$ cat config.mk
export PLATFORM = sky130hd
export DESIGN_NAME = riscv_wb_unit
export DESIGN_NICKNAME = d
export VERILOG_FILES = /design/src/rtl/riscv_wb_unit.sv
export SDC_FILE = /design/constraint.sdc
export NUM_CORES = 1
export LEC_CHECK = 0
export ABC_AREA = 1
export BUFFER_PORTS_ARGS = -buffer_cell sky130_fd_sc_hd__buf_2
export CORE_ASPECT_RATIO = 0.7
export CORE_MARGIN = 2
export CORE_UTILIZATION = 52
export CTS_CLUSTER_DIAMETER = 40
export DETAILED_ROUTE_END_ITERATION = 8
export PLACE_DENSITY = 0.87
export SLEW_MARGIN = 10
export SYNTH_ARGS = -nofsm -noshare
export SYNTH_HDL_FRONTEND = slang
export SYNTH_SLANG_ARGS = --single-unit
$ cat constraint.sdc
create_clock -name clk -period 2.7 [get_ports clk]
set_input_delay 0.27 -clock clk [delete_from_list [all_inputs] [get_ports clk]]
set_output_delay 0.27 -clock clk [all_outputs]
set_load 0.02 [all_outputs]
$ cat src/rtl/riscv_wb_unit.sv
// riscv_wb_unit: registered write-back stage with variable-latency load return,
// lane extraction, and misalignment/timeout reporting.
module riscv_wb_unit #(
    parameter int DATA_WIDTH  = 32,
    parameter int PC_WIDTH    = 15,
    parameter int MEM_TIMEOUT = 16,
    parameter int TO_WIDTH    = $clog2(MEM_TIMEOUT + 1)
) (
    input  logic                  clk,
    input  logic                  rst,
    input  logic                  in_valid,
    output logic                  in_ready,
    input  logic [DATA_WIDTH-1:0] in_inst,
    input  logic [DATA_WIDTH-1:0] in_alu,
    input  logic [PC_WIDTH-1:0]   in_pc_4,
    input  logic [1:0]            in_wbsel,
    input  logic                  mem_rvalid,
    input  logic [DATA_WIDTH-1:0] mem_rdata,
    output logic                  rf_we,
    output logic [4:0]            rf_waddr,
    output logic [DATA_WIDTH-1:0] rf_wdata,
    output logic                  misalign_err,
    output logic                  timeout_err
);
    typedef enum logic {IDLE, WAIT} state_t;

    state_t                r_state, w_state_n;
    logic [TO_WIDTH-1:0]   r_cnt, w_cnt_n;
    logic                  r_we, w_we_n, r_mis, w_mis_n, r_to, w_to_n;
    logic [4:0]            r_waddr, w_waddr_n, r_rd;
    logic [DATA_WIDTH-1:0] r_wdata, w_wdata_n, w_load_data;
    logic [2:0]            r_f3;
    logic [1:0]            r_off;
    logic                  w_acc, w_is_load, w_misaligned, w_unused;
    logic [7:0]            w_byte;
    logic [15:0]           w_half;

    assign in_ready     = (r_state == IDLE);
    assign w_acc        = in_valid & in_ready;
    assign w_is_load    = (in_wbsel == 2'b00) && (in_inst[6:0] == 7'b0000011);
    assign w_byte       = mem_rdata[8*r_off +: 8];
    assign w_half       = mem_rdata[16*r_off[1] +: 16];
    // funct3[1:0]: 00 byte, 01 half, 1x word (every other encoding is a full word)
    assign w_load_data  = (r_f3 == 3'b000) ? {{(DATA_WIDTH-8){w_byte[7]}}, w_byte} :
                          (r_f3 == 3'b100) ? {{(DATA_WIDTH-8){1'b0}}, w_byte} :
                          (r_f3 == 3'b001) ? {{(DATA_WIDTH-16){w_half[15]}}, w_half} :
                          (r_f3 == 3'b101) ? {{(DATA_WIDTH-16){1'b0}}, w_half} : mem_rdata;
    assign w_misaligned = (r_f3[1:0] == 2'b01) ? r_off[0] : r_f3[1] && (r_off != 2'b00);
    assign w_unused     = &{1'b0, in_inst[DATA_WIDTH-1:15]};

    always_comb begin
        w_state_n = r_state;
        w_cnt_n   = r_cnt;
        w_we_n    = 1'b0;
        w_mis_n   = 1'b0;
        w_to_n    = 1'b0;
        w_waddr_n = r_waddr;
        w_wdata_n = r_wdata;
        if (r_state == IDLE) begin
            if (w_acc && w_is_load) begin
                w_state_n = WAIT;
                w_cnt_n   = '0;
            end else if (w_acc && (in_wbsel == 2'b01 || in_wbsel == 2'b10) && in_inst[11:7] != 5'd0) begin
                w_we_n    = 1'b1;
                w_waddr_n = in_inst[11:7];
                w_wdata_n = in_wbsel[0] ? in_alu : {{(DATA_WIDTH-PC_WIDTH){1'b0}}, in_pc_4};
            end
        end else if (mem_rvalid) begin
            w_state_n = IDLE;
            w_mis_n   = w_misaligned;
            if (!w_misaligned && r_rd != 5'd0) begin
                w_we_n    = 1'b1;
                w_waddr_n = r_rd;
                w_wdata_n = w_load_data;
            end
        end else if (r_cnt == TO_WIDTH'(MEM_TIMEOUT - 1)) begin
            w_state_n = IDLE;
            w_to_n    = 1'b1;
        end else begin
            w_cnt_n = r_cnt + 1'b1;
        end
    end

    always_ff @(posedge clk) begin
        if (rst) begin
            r_state <= IDLE;
            r_cnt   <= '0;
            r_we    <= 1'b0;
            r_mis   <= 1'b0;
            r_to    <= 1'b0;
            r_waddr <= '0;
            r_wdata <= '0;
            r_rd    <= '0;
            r_f3    <= '0;
            r_off   <= '0;
        end else begin
            r_state <= w_state_n;
            r_cnt   <= w_cnt_n;
            r_we    <= w_we_n;
            r_mis   <= w_mis_n;
            r_to    <= w_to_n;
            r_waddr <= w_waddr_n;
            r_wdata <= w_wdata_n;
            if (w_acc && w_is_load) begin
                r_rd  <= in_inst[11:7];
                r_f3  <= in_inst[14:12];
                r_off <= in_alu[1:0];
            end
        end
    end

    assign rf_we        = r_we;
    assign rf_waddr     = r_waddr;
    assign rf_wdata     = r_wdata;
    assign misalign_err = r_mis;
    assign timeout_err  = r_to;
endmodule

# After elaboration in Yosys (flattened, before gate mapping)
# Cells that the tools add are included.
[word_totals] regBits=56 input_bits=117
[op_classes] n_eq_ne=13 n_addsub=1 reduce_logical=19 n_bitwise=3 n_mux=30 shift=2
[op_table] op="32-bit two-way mux" count=10
[op_table] op="5-bit two-way mux" count=9
[op_table] op="32-bit by 6-bit variable part select with 16-bit output" count=1
[op_table] op="32-bit by 6-bit variable part select with 8-bit output" count=1
[op_table] op="1-bit two-way mux" count=11
[op_table] op="5-bit nonzero test" count=2
[op_table] op="2-bit != test, second input constant" count=4
[op_table] op="7-bit by 2-bit == test with 1-bit output, second input constant" count=1
[op_table] op="3-bit == test, second input constant" count=2
[op_table] op="1-bit logical AND" count=6
[op_table] op="2-bit nonzero test" count=3
[op_table] op="3-bit OR reduction" count=2
[op_table] op="5-bit by 1-bit adder with 5-bit output, second input constant" count=1
[op_table] op="5-bit by 4-bit == test with 1-bit output, second input constant" count=1
[op_table] op="2-bit by 1-bit == test with 1-bit output, second input constant" count=2
[op_table] op="4-bit AND reduction" count=1
[op_table] op="3-bit by 1-bit == test with 1-bit output, second input constant" count=1
[op_table] op="3-bit logical NOT" count=1
[op_table] op="3-bit AND reduction" count=1
[op_table] op="2-bit == test, second input constant" count=1
[op_table] op="2-bit logical NOT" count=1
[op_table] op="2-bit by 1-bit != test with 1-bit output, second input constant" count=1
[op_table] op="1-bit inverter" count=2
[op_table] op="1-bit AND" count=1
[op_table] op="other kinds (2)" count=2

# Longest topological paths before layout
# Gate-level depths: netlist (run 1).
[logic_depth] ltp_word=8 ltp_mapped=13 ltp_nobuf=11

# Worst setup path after synthesis (run 1)
# OpenSTA, ideal clock, no wires.
[synth_path] kind="input to register" from="in in_wbsel[0]" to="reg r_wdata[28], in the netlist rf_wdata[28]" path_stages=12 arrival_time_ns=1.660 setup_time_ns=0.115 setup_slack_ns=0.925 path_buffers=3 path_cell_list="inv_1 > clkbuf_1 > ha_1 > nand2_1 > nor2_1 > nand3_2 > nand2_4 > nand2_4 > buf_6 > buf_6 > o21bai_1 > nor2_1"
[synth_between] elab_chain_cells=6 elab_cells_between_ends=15
[synth_lines] item="from (decl)" line_no="16" source="input logic [1:0] in_wbsel,"
[synth_lines] item="2-bit by 1-bit == test with 1-bit output or 2-bit == test (tied branches)" line_no="63" source="end else if (w_acc && (in_wbsel == 2'b01 || in_wbsel == 2'b10) && in_inst[11:7] != 5'd0) begin"
[synth_lines] item="1-bit logical OR" line_no="63"
[synth_lines] item="1-bit logical AND (2 in a row)" line_no="63"
[synth_lines] item="2-bit nonzero test (no source line)"
[synth_lines] item="4-bit AND reduction (no source line)"
[synth_lines] item="to (signal assigned)" line_no="103" source="r_wdata <= w_wdata_n;"
[synth_lines] item="to (decl)" line_no="31" source="logic [DATA_WIDTH-1:0] r_wdata, w_wdata_n, w_load_data;"
# Parallel ways exist; a longest one is shown, timed or not. The select of a mux whose other input is x is not followed.
# A chain may end at the register's enable or synchronous reset.

# Worst setup path in the final report (run 1)
[layout_path] from="reg r_f3[0]" to="reg r_wdata[7], in the netlist rf_wdata[7]"
[layout_between] elab_chain_cells=8 elab_cells_between_ends=17
[layout_lines] item="from (decl)" line_no="32" source="logic [2:0] r_f3;"
[layout_lines] item="from (signal assigned)" line_no="106" source="r_f3 <= in_inst[14:12];"
[layout_lines] item="3-bit == test" line_no="47" source="(r_f3 == 3'b101) ? {{(DATA_WIDTH-16){1'b0}}, w_half} : mem_rdata;"
[layout_lines] item="32-bit two-way mux" line_no="47"
[layout_lines] item="32-bit two-way mux" line_no="46" source="(r_f3 == 3'b001) ? {{(DATA_WIDTH-16){w_half[15]}}, w_half} :"
[layout_lines] item="32-bit two-way mux" line_no="45" source="(r_f3 == 3'b100) ? {{(DATA_WIDTH-8){1'b0}}, w_byte} :"
[layout_lines] item="32-bit two-way mux" line_no="44" source="assign w_load_data = (r_f3 == 3'b000) ? {{(DATA_WIDTH-8){w_byte[7]}}, w_byte} :"
[layout_lines] item="32-bit two-way mux" line_no="71" source="if (!w_misaligned && r_rd != 5'd0) begin"
[layout_lines] item="32-bit two-way mux" line_no="68" source="end else if (mem_rvalid) begin"
[layout_lines] item="32-bit two-way mux" line_no="59" source="if (r_state == IDLE) begin"
# Parallel ways exist; a longest one is shown, timed or not. The select of a mux whose other input is x is not followed.

==> results of run 1 <==
[flip-flops by register name, summed over array words and instances, names as in the netlist]
| signal | count |
|---|---|
| misalign_err | 1 |
| rf_we | 1 |
| timeout_err | 1 |
| r_state | 1 |
| r_f3 | 3 |
| rf_wdata | 32 |
| r_cnt | 5 |
| rf_waddr | 5 |
| r_rd | 5 |
| r_off | 2 |
[power groups by stage]
| stage | Combinational (mW) | Clock [mW] | Sequential, mW |
|---|---|---|---|
| after global routing | 0.479 | 0.557 | 0.902 |
| after detailed placement | 0.427 | 0 | 0.915 |
| after global placement | 0.415 | 0 | 0.913 |
| final | 0.429 | 0.516 | 0.897 |
| after floorplan | 0.206 | 0 | 0.974 |
| after CTS | 0.428 | 0.517 | 0.897 |
[synth_stat cells, types with 2 or more instances]
| master | count | area share, % |
|---|---|---|
| a21oi_1 | 34 | 4.5 |
| nand4_1 | 3 | 0.50 |
| nand3_1 | 78 | 10 |
| o21bai_1 | 20 | 4.0 |
| buf_2 | 13 | 1.7 |
| o211ai_1 | 2 | 0.40 |
| or2_2 | 2 | 0.33 |
| nand2_4 | 3 | 0.90 |
| inv_1 | 59 | 5.9 |
| nand2_1 | 203 | 20 |
| o21ai_0 | 21 | 2.8 |
| a22oi_1 | 4 | 0.80 |
| inv_4 | 2 | 0.33 |
| nor2_1 | 95 | 9.5 |
| dfxtp_1 | 56 | 30 |
| buf_6 | 3 | 0.90 |
| inv_2 | 5 | 0.50 |
| ha_1 | 3 | 1.0 |
| clkbuf_1 | 20 | 2.0 |
[logic make-up (layout without fill, tap and decap cells)]
kind of cell	after synthesis	count (layout)	share of synthesized area, %
AO/OA/AOI/OAI	84	84	13.4
XOR/XNOR	1	1	0.234
adder cells (fa/ha/maj)	3	3	1.00
flip-flops	56	56	29.9
AND/OR/NAND/NOR	392	392	43.9
buffers and inverters	104	224	11.6
[cell usage in the layout, fill, tap and decap left out]
cell type,instances
nand3_2,1
or2_2,2
ha_1,3
nand2_4,3
inv_1,59
o21bai_1,20
nand3_4,1
buf_2,140
clkbuf_8,5
inv_8,1
clkinvlp_4,1
nand4_1,3
nand2_1,203
buf_4,9
clkinv_4,1
o22ai_1,1
nor3_1,1
a211oi_1,1
a21oi_1,34
and3_1,1
clkinv_1,1
o211ai_1,2
o21ai_0,21
inv_2,5
nand3b_1,1
nor2_1,95
dfxtp_1,56
a21oi_4,1
nor2_4,1
xor2_1,1
nand2_2,1
a22oi_1,4
nor4_1,1
inv_4,2
nand3_1,78
[cell type report]
cell class | instances | area [µm²]
inverter | 67 | 256
tap | 94 | 118
clock buffer | 5 | 68.8
multi-input combinational | 480 | 2190
timing repair buffer | 149 | 768
clock inverter | 3 | 27.5
fill | 647 | 2300
sequential | 56 | 1120
[per-layer routing]
layer	track usage, %	routed length (µm)	up-vias	share of wire, %
li1	-	-	2252	-
met1	41.0	5240	2085	45
met2	49.4	5240	209	45
met3	5.02	997	18	8.6
met4	6.67	143	0	1.2
met5	0	0	-	0
[stage by stage]
| stage | instance area (µm²) | hold slack, ns | worst slack (ns) | power (mW) | cells |
|---|---|---|---|---|---|
| 6_report | 4550 | 0.156 | 0.577 | 1.84 | 854 |
| 5_1_grt | 4550 | 0.153 | 0.403 | 1.94 | 854 |
| 4_1_cts | 4550 | 0.148 | 0.628 | 1.84 | 854 |
| 3_5_place_dp | 4450 | 0.495 | 0.459 | 1.34 | 846 |
| 3_3_place_gp | 4450 | 0.487 | 0.547 | 1.33 | 846 |
| 2_1_floorplan | 3750 | 0.349 | 0.925 | 1.18 | 640 |
[worst paths after layout]
kind	startpoint	to	slack (ns)	cells after the start
min	mem_rvalid	timeout_err	0.16	2
max reg2reg	r_f3[0]	rf_wdata[7]	0.58	8
min reg2reg	r_cnt[0]	r_cnt[0]	0.51	1
max	r_f3[0]	rf_wdata[7]	0.58	8
==> results.py, run 1 <==
metrics = {
    "worst_setup_path": {
        "end_kind": "flop",
        "path_cells": "inv_2 -> nand2_4 -> a21oi_4 -> nand3_4 -> nand2_4 -> inv_2 -> nor2_1 -> nor2_1",
        "start_kind": "flop",
        "setup.worst_path.class": "flop to flop",
        "worst_path_largest_cell_delay_ns": 0.50,
        "cp_top_family": "simple AND/OR/NAND/NOR gates",
        "required_ns": 2.93,
        "critPathMaxFanout": 59,
        "arrival_ns": 2.35,
        "critPathBufInv": 2,
        "critPathSlowestCell": "nand2_4",
    },
    "clock_tree": {
        "clkLatencyLatePin_ns": 0.33,
        "cts_made_buffers": 5,
        "clock_sinks": 56,
        "cts_max_level": 2,
        "cts_tree": "yes",
        "clk_pin_slew_worst_paths_ns": 0.12,
        "clock_path_buffers": 2,
        "root_buffer": "clkbuf_8",
        "cts_setup_buffers": 0,
        "cts_resized": 0,
        "cts_hold_buf": 0,
    },
    "power_and_ir_drop": {
        "p_sw_share_pct": 33.0,
        "ir_worst_vdd_v": 0.000276,
        "power-per-cell-area_mw_per_mm2": 405,
        "switching_power_uw": 607,
        "power.internal_mw": 1.23,
        "p_leak_nw": 2.50,
        "power_frac_comb_pct": 23.3,
        "seqPwrFrac_pct": 48.7,
        "p_clk_share_pct": 28.0,
    },
    "drt": {
        "ant_nets": 0,
        "drc": 0,
        "dr.pass1.iters": 5,
        "dr_total_vias": 4564,
        "first_iter_violations": 331,
        "drt_wl_total_um": 11600,
        "vias_per_cell": 5.34,
        "wl_per_cell_um": 13.6,
    },
    "run_status": {
        "status": "finished, final reports clean",
    },
    "grt": {
        "grt_max_degree": 60,
        "antenna_found_initial": 0,
        "overflow": 0,
        "grt_pass1_vias": 4008,
        "grt_use_total_pct": 29.7,
        "grt_pass1_wl_um": 18900,
    },
    "finish": {
        "area_growth_pct": 21.5,
        "drive_above_1_share_pct": 22.9,
        "layout.nets": 879,
        "antennaDiodeCount": 0,
        "final_util_pct": 66.4,
    },
    "synth": {
        "synthCells": 640,
        "synth-seq-area-share_pct": 29.9,
        "yosys_warnings": 0,
        "async_reset_ff_share_pct": 0,
        "syn_area_mm2": 0.00375,
        "syn-num-nets": 760,
        "yosys.cell_types.count": 33,
        "postSynthAreaPerCell_um2": 5.85,
        "synth_top_flop_cell": "dfxtp_1",
        "synth_edf_count": 0,
        "ys_seq_elements": 56,
    },
    "sta": {
        "finalCriticalPeriod_ns": 2.12,
        "timing.final.crit_share_pct": 78.6,
        "relSlewSlack_pct": 60.0,
        "worst_slew_pin_slew_ns": 0.598,
        "rsz0062_at_grt": "no",
        "setup_viol": 0,
        "hold_violations": 0,
        "timing.fmax_mhz": 471,
        "finalMaxSlewViolations": 0,
        "finalClockSkew_ns": 0.0119,
        "fin_tns_setup_ns": 0,
    },
    "floorplanning": {
        "ios": 158,
        "start_util_pct": 54.7,
        "die-area_mm2": 0.00791,
        "rows": 25,
        "die_w_um": 105,
        "dieHeight_um": 75.0,
        "core_area_mm2": 0.00685,
    },
    "placed_design": {
        "dp_hpwl_um": 8660,
        "portBuffers": 140,
        "gp_congestion": 0.887,
    },
    "hold_path": {
        "min_path_type": "primary input to flop",
    },
    "run": {
        "drv_cap": 0,
    },
}
Power figures use the tool's default switching activity.
==> run 2: changes to the inputs <==
- CORE_UTILIZATION: 52 -> 49
- PLACE_DENSITY: 0.87 -> 0.83
- clock period: 2.7 -> 2.2 ns (I/O delays scaled with it)
==> run 2 against run 1 <==
Compared with the run above: via count decreased by 1.4%; global-route usage shrank 1.0 points; sequential share of layout area decreased by 0.28 points; critical endpoint is now rf_wdata[5]; highest routed layer unchanged.
==> results.py, run 2 (synthesis gave the netlist of run 1 again) <==
metrics = {
    "grt": {
        "grt_pass1_vias": 4155,
        "grt_use_total_pct": 28.6,
        "grt_pass1_wl_um": 19200,
        "antenna_found_initial": 0,
        "grt_max_degree": 36,
        "overflow": 0,
    },
    "worst_setup_path": {
        "critPathMaxFanout": 23,
        "start_kind": "flop",
        "setup.worst_path.class": "flop to flop",
        "required_ns": 2.43,
        "arrival_ns": 2.13,
        "end_kind": "flop",
    },
    "sta": {
        "hold_slack_ns": 0.120,
        "timing.fmax_mhz": 526,
        "relSlewSlack_pct": 57.0,
        "timing.final.crit_share_pct": 86.5,
        "finalMaxSlewViolations": 0,
        "setup_viol": 0,
        "hold_violations": 0,
        "fin_tns_setup_ns": 0,
        "finalClockSkew_ns": 0.00414,
        "finalCriticalPeriod_ns": 1.90,
        "worst_slew_pin_slew_ns": 0.643,
        "rsz0062_at_grt": "no",
    },
    "power_and_ir_drop": {
        "power_frac_comb_pct": 24.1,
        "p_clk_share_pct": 27.4,
        "p_leak_nw": 2.52,
        "ir_worst_vdd_v": 0.000381,
        "p_sw_share_pct": 32.9,
        "power-per-cell-area_mw_per_mm2": 494,
        "total_power_mw": 2.27,
        "power.internal_mw": 1.53,
        "switching_power_uw": 748,
        "seqPwrFrac_pct": 48.4,
    },
    "placed_design": {
        "dp_cells": 853,
        "dp_hpwl_um": 9100,
        "portBuffers": 140,
        "gp_congestion": 0.889,
    },
    "finish": {
        "antennaDiodeCount": 0,
        "mostFrequentLayoutCells": "nand2_1, buf_2, nor2_1",
        "seq_area_mm2": 0.00112,
        "fin_cells": 861,
        "multiInputGateArea_mm2": 0.00219,
        "area_growth_pct": 22.9,
        "drive_above_1_share_pct": 23.2,
        "final_common_cell": "nand2_1",
        "largest_register_ffs": 32,
        "layout.nets": 882,
        "n_fill_cell": 744,
    },
    "run": {
        "drv_cap": 0,
    },
    "floorplanning": {
        "die-area_mm2": 0.00837,
        "start_util_pct": 51.0,
        "die_w_um": 109,
        "ios": 158,
        "rows": 26,
        "dieHeight_um": 77.2,
        "core_area_mm2": 0.00735,
    },
    "clock_tree": {
        "cts_max_level": 2,
        "cts_made_buffers": 5,
        "cts_tree": "yes",
        "clock_path_buffers": 2,
        "clkLatencyLatePin_ns": 0.32,
        "cts_resized": 0,
        "root_buffer": "clkbuf_8",
        "cts_setup_buffers": 0,
        "cts_hold_buf": 0,
        "clk_pin_slew_worst_paths_ns": 0.11,
        "clock_sinks": 56,
    },
    "drt": {
        "dr.pass1.iters": 5,
        "drc": 0,
        "dr_total_vias": 4500,
        "vias_per_cell": 5.23,
        "drt_wl_total_um": 11900,
        "first_iter_violations": 279,
        "wl_per_cell_um": 13.8,
        "ant_nets": 0,
    },
    "run_status": {
        "status": "finished, final reports clean",
    },
    "hold_path": {
        "min_path_type": "primary input to flop",
    },
}
run 2: cell types whose count changed in the layout (fill, tap and decap cells not counted):
cell,change
buf_12,+2
buf_4,+1
run 2: cell type report:
cell class | count | area share [%]
clock buffer | 5 | 1.49
clock inverter | 3 | 0.598
inverter | 67 | 5.57
multi-input combinational | 480 | 47.6
sequential | 56 | 24.4
tap | 98 | 2.66
timing repair buffer | 152 | 17.7
run 2: layer usage:
layer | track usage (%) | up-vias | wire length [µm]
li1 | - | 2256 | -
met1 | 38.6 | 2006 | 5300
met2 | 46.3 | 219 | 5250
met3 | 7.06 | 19 | 1190
met4 | 6.03 | 0 | 153
met5 | 0 | - | 0
run 2: per-stage QoR:
| step | area, µm² | utilization (%) | worst slack [ns] |
|---|---|---|---|
| 2_1_floorplan | 3750 | - | 0.475 |
| 4_1_cts | 4600 | 62.6 | 0.321 |
| 6_report | 4600 | 62.6 | 0.298 |
| 5_1_grt | 4600 | 62.6 | 0.134 |
| 3_5_place_dp | 4510 | 61.3 | 0.325 |
| 3_3_place_gp | 4510 | 61.3 | 0.390 |
run 2: power groups by stage:
stage          Clock [mW]  Sequential [mW]  Combinational [mW]
2_1_floorplan           0             1.19               0.253
3_3_place_gp            0             1.12               0.531
3_5_place_dp            0             1.12               0.545
4_1_cts             0.625             1.10               0.547
5_1_grt             0.658             1.11               0.610
6_report            0.624             1.10               0.549
run 2: path summary, 6_finish.rpt:
kind | slack [ns] | from | to | depth (start not counted)
max | 0.30 | r_f3[0] | rf_wdata[5] | 9
min | 0.12 | mem_rvalid | timeout_err | 2
max reg2reg | 0.30 | r_f3[0] | rf_wdata[5] | 9
min reg2reg | 0.51 | r_cnt[1] | r_cnt[1] | 2
run 2: critical path, stage by stage (launching register included):
cell and delay, ns:
dfxtp_1 0.38, inv_2 0.13, nand2_4 0.18, a21oi_4 0.24, nand3_4 0.17, nand2_4 0.22
buf_4 0.22, inv_2 0.10, nor2_1 0.12, nor2_1 0.04
